### src/rtl/flash_read_sched_pkg.sv
// Shared definitions for the SPI flash read sequencer:
// opcodes, FSM state encoding and the delay-timer width.
package flash_pkg;

    // SPI flash opcodes
    localparam logic [7:0] CMD_READ = 8'h03;
    localparam logic [7:0] CMD_RDSR = 8'h05;
    localparam logic [7:0] CMD_WREN = 8'h06;

    // Width of the cs_n setup/hold delay counter
    localparam int unsigned TMR_W = 8;

    // Sequencer state encoding
    localparam logic [3:0] ENC_IDLE    = 4'd0;
    localparam logic [3:0] ENC_SETUP   = 4'd1;
    localparam logic [3:0] ENC_CMD     = 4'd2;
    localparam logic [3:0] ENC_A2      = 4'd3;
    localparam logic [3:0] ENC_A1      = 4'd4;
    localparam logic [3:0] ENC_A0      = 4'd5;
    localparam logic [3:0] ENC_DATA    = 4'd6;
    localparam logic [3:0] ENC_WAIT_TX = 4'd7;
    localparam logic [3:0] ENC_HOLD    = 4'd8;

    typedef enum logic [3:0] {
        ST_IDLE    = ENC_IDLE,
        ST_SETUP   = ENC_SETUP,
        ST_CMD     = ENC_CMD,
        ST_A2      = ENC_A2,
        ST_A1      = ENC_A1,
        ST_A0      = ENC_A0,
        ST_DATA    = ENC_DATA,
        ST_WAIT_TX = ENC_WAIT_TX,
        ST_HOLD    = ENC_HOLD
    } state_e;

    // True in the opcode/address byte phases
    function automatic logic is_hdr(state_e s);
        return (s == ST_CMD) || (s == ST_A2) ||
               (s == ST_A1)  || (s == ST_A0);
    endfunction

endpackage

### src/rtl/flash_read_sched_cyc_timer.sv
// cyc_timer: loadable down-counter used for the cs_n setup and hold delays.
// Ports: clk_i/rst_i clock and async reset, load_i/val_i load a cycle count,
// expire_o is high during the last counted cycle.
module cyc_timer
    import flash_pkg::*;
#(
    parameter int unsigned W = TMR_W
) (
    input  logic         clk_i,
    input  logic         rst_i,
    input  logic         load_i,
    input  logic [W-1:0] val_i,
    output logic         expire_o
);

    logic [W-1:0] count_q;
    logic [W-1:0] count_d;

    always_comb begin
        count_d = count_q;
        if (load_i) begin
            count_d = val_i;
        end else if (count_q != '0) begin
            count_d = count_q - W'(1);
        end
    end

    always_ff @(posedge clk_i or posedge rst_i) begin
        if (rst_i) begin
            count_q <= '0;
        end else begin
            count_q <= count_d;
        end
    end

    // Loaded with N on the entry edge, so the count reads N..1 over
    // exactly N cycles; the cycle showing 1 is the last one.
    assign expire_o = (count_q == W'(1));

endmodule

### src/rtl/flash_read_sched.sv
// flash_read_sched: sequences cs_n, READ opcode, 24-bit address and rd_len
// data bytes through a byte-level SPI engine, forwarding each byte to uart_tx.
// Ports: start/start_addr/rd_len/abort control, busy/done/aborted status,
// cs_n/spi_req/spi_wdata/spi_done/spi_rdata to the SPI engine,
// tx_busy/tx_flag/tx_data to uart_tx. All outputs are registered.
module flash_read_sched #(
    parameter logic [7:0]  CMD_READ     = 8'h03,
    parameter int unsigned CS_SETUP_CYC = 4,
    parameter int unsigned CS_HOLD_CYC  = 4,
    parameter int unsigned LEN_W        = 16
) (
    input  logic             sys_clk,
    input  logic             sys_rst,
    input  logic             start,
    input  logic [23:0]      start_addr,
    input  logic [LEN_W-1:0] rd_len,
    input  logic             abort,
    output logic             busy,
    output logic             done,
    output logic             aborted,
    output logic             cs_n,
    output logic             spi_req,
    output logic [7:0]       spi_wdata,
    input  logic             spi_done,
    input  logic [7:0]       spi_rdata,
    input  logic             tx_busy,
    output logic             tx_flag,
    output logic [7:0]       tx_data
);

    import flash_pkg::*;

    state_e           state_q;
    logic [23:0]      addr_q;
    logic [LEN_W-1:0] rem_q;
    logic [7:0]       rx_q;
    logic             out_q;
    logic             req_pend_q;
    logic             abort_q;

    logic             busy_q;
    logic             done_q;
    logic             aborted_q;
    logic             cs_n_q;
    logic             spi_req_q;
    logic [7:0]       spi_wdata_q;
    logic             tx_flag_q;
    logic [7:0]       tx_data_q;

    logic             accept;
    logic             abt;
    logic             go_setup;
    logic             go_hold;
    logic             tmr_load;
    logic [TMR_W-1:0] tmr_val;
    logic             tmr_exp;

    always_comb begin
        // Only a byte we actually requested can complete
        accept   = spi_done && out_q;
        abt      = abort_q || abort;
        go_setup = (state_q == ST_IDLE) && start &&
                   (rd_len != '0);
        go_hold  = (is_hdr(state_q) && accept && abt) ||
                   ((state_q == ST_WAIT_TX) && !tx_busy &&
                    ((rem_q == LEN_W'(1)) || abt));
        tmr_load = go_setup || go_hold;
        tmr_val  = go_setup ? TMR_W'(CS_SETUP_CYC)
                            : TMR_W'(CS_HOLD_CYC);
    end

    cyc_timer #(
        .W (TMR_W)
    ) u_timer (
        .clk_i    (sys_clk),
        .rst_i    (sys_rst),
        .load_i   (tmr_load),
        .val_i    (tmr_val),
        .expire_o (tmr_exp)
    );

    always_ff @(posedge sys_clk or posedge sys_rst) begin
        if (sys_rst) begin
            state_q     <= ST_IDLE;
            addr_q      <= '0;
            rem_q       <= '0;
            rx_q        <= '0;
            out_q       <= 1'b0;
            req_pend_q  <= 1'b0;
            abort_q     <= 1'b0;
            busy_q      <= 1'b0;
            done_q      <= 1'b0;
            aborted_q   <= 1'b0;
            cs_n_q      <= 1'b1;
            spi_req_q   <= 1'b0;
            spi_wdata_q <= '0;
            tx_flag_q   <= 1'b0;
            tx_data_q   <= '0;
        end else begin
            spi_req_q <= 1'b0;
            tx_flag_q <= 1'b0;
            done_q    <= 1'b0;

            if (accept) begin
                out_q <= 1'b0;
            end else if (spi_req_q) begin
                out_q <= 1'b1;
            end

            if ((state_q != ST_IDLE) && abort) begin
                abort_q <= 1'b1;
            end

            unique case (state_q)
                ST_IDLE: begin
                    if (start) begin
                        aborted_q <= 1'b0;
                        if (go_setup) begin
                            addr_q  <= start_addr;
                            rem_q   <= rd_len;
                            cs_n_q  <= 1'b0;
                            busy_q  <= 1'b1;
                            state_q <= ST_SETUP;
                        end else begin
                            // Zero-length read: finish without
                            // touching the bus
                            done_q <= 1'b1;
                        end
                    end
                end

                ST_SETUP: begin
                    if (tmr_exp) begin
                        spi_req_q   <= 1'b1;
                        spi_wdata_q <= CMD_READ;
                        state_q     <= ST_CMD;
                    end
                end

                ST_CMD: begin
                    if (go_hold) begin
                        cs_n_q  <= 1'b1;
                        state_q <= ST_HOLD;
                    end else if (accept) begin
                        spi_req_q   <= 1'b1;
                        spi_wdata_q <= addr_q[23:16];
                        state_q     <= ST_A2;
                    end
                end

                ST_A2: begin
                    if (go_hold) begin
                        cs_n_q  <= 1'b1;
                        state_q <= ST_HOLD;
                    end else if (accept) begin
                        spi_req_q   <= 1'b1;
                        spi_wdata_q <= addr_q[15:8];
                        state_q     <= ST_A1;
                    end
                end

                ST_A1: begin
                    if (go_hold) begin
                        cs_n_q  <= 1'b1;
                        state_q <= ST_HOLD;
                    end else if (accept) begin
                        spi_req_q   <= 1'b1;
                        spi_wdata_q <= addr_q[7:0];
                        state_q     <= ST_A0;
                    end
                end

                ST_A0: begin
                    if (go_hold) begin
                        cs_n_q  <= 1'b1;
                        state_q <= ST_HOLD;
                    end else if (accept) begin
                        spi_req_q   <= 1'b1;
                        spi_wdata_q <= 8'h00;
                        state_q     <= ST_DATA;
                    end
                end

                ST_DATA: begin
                    // Re-entry from WAIT_TX defers the request one
                    // cycle so it lands just after tx_flag
                    if (req_pend_q) begin
                        req_pend_q  <= 1'b0;
                        spi_req_q   <= 1'b1;
                        spi_wdata_q <= 8'h00;
                    end else if (accept) begin
                        rx_q    <= spi_rdata;
                        state_q <= ST_WAIT_TX;
                    end
                end

                ST_WAIT_TX: begin
                    // cs_n stays low while stalled; SCK is idle
                    // so the flash continues the stream later
                    if (!tx_busy) begin
                        tx_flag_q <= 1'b1;
                        tx_data_q <= rx_q;
                        rem_q     <= rem_q - LEN_W'(1);
                        if (go_hold) begin
                            cs_n_q  <= 1'b1;
                            state_q <= ST_HOLD;
                        end else begin
                            req_pend_q <= 1'b1;
                            state_q    <= ST_DATA;
                        end
                    end
                end

                ST_HOLD: begin
                    if (tmr_exp) begin
                        done_q    <= 1'b1;
                        busy_q    <= 1'b0;
                        aborted_q <= abt;
                        abort_q   <= 1'b0;
                        state_q   <= ST_IDLE;
                    end
                end

                default: begin
                    state_q <= ST_IDLE;
                end
            endcase
        end
    end

    assign busy      = busy_q;
    assign done      = done_q;
    assign aborted   = aborted_q;
    assign cs_n      = cs_n_q;
    assign spi_req   = spi_req_q;
    assign spi_wdata = spi_wdata_q;
    assign tx_flag   = tx_flag_q;
    assign tx_data   = tx_data_q;

endmodule
### config.mk
export PLATFORM = sky130hd
export DESIGN_NAME = flash_read_sched
export DESIGN_NICKNAME = d
export VERILOG_FILES = /design/src/rtl/flash_read_sched_pkg.sv /design/src/rtl/flash_read_sched_cyc_timer.sv /design/src/rtl/flash_read_sched.sv
export SDC_FILE = /design/constraint.sdc
export NUM_CORES = 1
export LEC_CHECK = 0
export CELL_PAD_IN_SITES_DETAIL_PLACEMENT = 1
export CELL_PAD_IN_SITES_GLOBAL_PLACEMENT = 1
export CORE_UTILIZATION = 37
export CTS_CLUSTER_SIZE = 24
export DETAILED_ROUTE_END_ITERATION = 10
export GPL_TIMING_DRIVEN = 1
export PLACE_DENSITY = 0.83
export RECOVER_POWER = 100
export SYNTH_ARGS = -nofsm -noshare
export SYNTH_HDL_FRONTEND = slang
export SYNTH_SLANG_ARGS = --single-unit
### constraint.sdc
create_clock -name sys_clk -period 3.1 [get_ports sys_clk]
set_clock_uncertainty 0.2 [all_clocks]
set_input_delay 0.62 -clock sys_clk [delete_from_list [all_inputs] [get_ports sys_clk]]
set_output_delay 0.62 -clock sys_clk [all_outputs]
set_load 0.005 [all_outputs]
==> impl_metrics.toml <==
[outcome]
status = "finished clean"

[synth]
synth_seq_area_share = 0.496
syn_inst = 399
syn_avg_cell_area_um2 = 10.8
ys_types = 64
syn-cell-area_mm2 = 0.00429
synth_edf_count = 0
synth-async-reset-ratio = 1.00
ys_warn_count = 0
synth-seq-cells = 85
synth_nets = 457
synth_top_flop_cell = "dfrtp_1"

[floorplanning]
die_area_mm2 = 0.0120
io_pins = 76
fp.dieW_um = 110
die_y_um = 110
rows = 38
start_util = 0.388
core_area_mm2 = 0.0111

[clock_network]
h-tree-depth = 3
postCtsHoldBufs = 0
cts_root_buf = "clkbuf_16"
clk_latency_ps = 340
cts_resized = 0
cts_setup_buffers = 0
numCtsBuffers = 9
cts.sinks = 85
clockBufferDepth = 2
cts_tree = "yes"
clk_pin_slew_ps = 70

[sta]
fmax_mhz = 353
min_period_ps = 2830
tightest_slew_ps = 1250
rsz0062_at_grt = "no"
hold_viol = 0
slew_headroom = 0.167
finalCritPeriodShare = 0.913
maxSlewViolCount = 0
finalSetupViolCount = 0
setup_tns_ps = 0

[drt]
route.vias.total = 3532
drt-vias-per-instance = 5.62
drc = 0
drtAntennaViolNets = 0
first_pass_iters = 4
drtIter0Drc = 164
wl_um = 11500
wire_per_inst_um = 18.3

[power]
cellPowerDensity_mw_per_mm2 = 425
ir_drop_mv = 0.266
p_total_mw = 2.34
p_leak_nw = 2.46

[critical_path]
worstReg2RegEnd = "u_timer.count_q[5]$_DFFE_PP0P_"
startpoint = "rd_len[11]"
worstSetupStartpointType = "input pin"
setup.worst_path.class = "in -> reg"
crit_end = "rem_q[2]$_DFFE_PP0P_"
crit_slowest_cell = "a21oi_1"
slowest_delay_ps = 530
end_kind = "flip-flop"
cp_max_fo = 5
required_ps = 3120
rrSetupSlack_ps = 300
rr_startpoint = "state_q[1]$_DFFE_PP0P_"
reg2reg_depth = 6
crit_chain = "clkdlybuf4s50_1 > nor4_1 > nand4_1 > a21oi_1 > clkbuf_1 > nor3_1 > a2bb2oi_1"
arrival_ps = 2850

[cells_and_area]
syn2layout_area_growth_pct = 28.2
fin_nets = 541
drive_gt1_frac = 0.0943
n_antenna_cell = 0
n_fill_cell = 1226

[min_path]
min_path_type = "reg -> reg"

[grt]
grt_overflow = 0
grt_pass1_vias = 3819
antenna_found_initial = 0
grt_pass1_wl_um = 18900
grt_max_degree = 48
grt_usage = 0.208

[placement]
numPortBuffers = 75
place_hpwl_um = 8380
gp_congestion = 0.807

[flow_run]
max_cap_viol_count = 0
worst min path at each step:
stage / slack (ps) / cells past startpoint / startpoint / endpoint
2_1_floorplan: 250 / 1 / rx_q[0]$_DFFE_PP0P_ / tx_data[0]$_DFFE_PP0P_
3_3_place_gp: 260 / 1 / rx_q[0]$_DFFE_PP0P_ / tx_data[0]$_DFFE_PP0P_
3_5_place_dp: 280 / 1 / addr_q[9]$_DFFE_PP0P_ / addr_q[9]$_DFFE_PP0P_
4_1_cts: 300 / 1 / tx_data[0]$_DFFE_PP0P_ / tx_data[0]$_DFFE_PP0P_
5_1_grt: 310 / 1 / rx_q[3]$_DFFE_PP0P_ / tx_data[3]$_DFFE_PP0P_
6_report: 280 / 1 / tx_data[0]$_DFFE_PP0P_ / tx_data[0]$_DFFE_PP0P_
flip-flops by register name (all words and copies together), names as in the netlist:
register         flops
addr_q              24
rem_q               16
rx_q                 8
spi_wdata            8
tx_data              8
u_timer.count_q      8
state_q              4
abort_q              1
aborted              1
busy                 1
cs_n                 1
done                 1
out_q                1
req_pend_q           1
spi_req              1
tx_flag              1
final cells by class:
type	count	area [µm²]	area share
sequential	85	2130	0.387
multi-input combinational	283	1990	0.362
timing repair buffer	94	862	0.157
clock buffer	10	239	0.0434
tap	140	175	0.0318
clock inverter	6	68.8	0.0125
inverter	10	38.8	0.00705
cells in the final DEF (no fill, tap or decap), types with 9 or more instances in the layout:
master,n
nor2_1,36
a22oi_1,10
dlygate4sd3_1,23
nor3_1,15
nor4_1,11
mux2_1,33
a21oi_1,14
clkdlybuf4s50_1,52
nand2_1,20
o21ai_0,21
dfrtp_1,84
buf_4,10
nand4_1,9
clkbuf_16,9
cell usage after synthesis (all sizes together), types with 3 or more instances:
master   instances  area share
nand4            9       0.013
o22a             4      0.0082
nor3b            4      0.0082
buf             15       0.019
xnor2            6       0.012
a22oi           10       0.021
inv             10      0.0087
and3             3      0.0044
or2              4      0.0058
a21oi           15       0.018
clkbuf           6      0.0052
nor2b            4      0.0058
o31ai            4      0.0070
nand2           20       0.017
mux2            41        0.11
ha               4       0.012
nor2            37       0.033
o21ai           24       0.028
nor4            12       0.024
nand3            8      0.0093
a31oi            7       0.010
dfrtp           84        0.49
nor3            16       0.021
a2bb2oi          7       0.014
mux2i            3      0.0070
a22o             6       0.012
through the flow:
stage	worst slack [ps]	util	hold slack, ps	area (µm²)	instances
2_1_floorplan	88.2	-	254	4290	399
3_3_place_gp	82.6	0.476	259	5270	612
3_5_place_dp	18.3	0.476	280	5270	612
4_1_cts	338	0.504	296	5580	628
5_1_grt	99.4	0.497	310	5500	628
6_report	269	0.497	282	5500	628
power by group:
group | leakage, nW | switching (mW) | internal (mW)
clock | 0.149 | 0.465 | 0.652
combinational | 1.20 | 0.0449 | 0.0645
sequential | 1.11 | 0.000335 | 1.11
total | 2.46 | 0.510 | 1.83
worst max-delay path: cells and delay by family:
kind / cells / cell delay (ps)
AND/OR/NAND/NOR: 3 / 830
AO/OA/AOI/OAI: 2 / 680
buffers and inverters: 2 / 710
cells by family after synthesis:
logic type	after synthesis	share of synthesized area
AOI/OAI and AO/OA	97	0.162
and+or+nand+nor	131	0.169
buffers and inverters	31	0.0326
adders and majority gates	4	0.0117
DFF	85	0.496
muxes	44	0.115
xor gates and xnor gates	7	0.0143
per-layer routing:
layer / share of wire / global-route usage
met1: 0.43 / 0.253
met2: 0.51 / 0.362
met3: 0.035 / 0.0421
met4: 0.018 / 0.0790
met5: 0 / 0
Power figures use the tool's default switching activity.
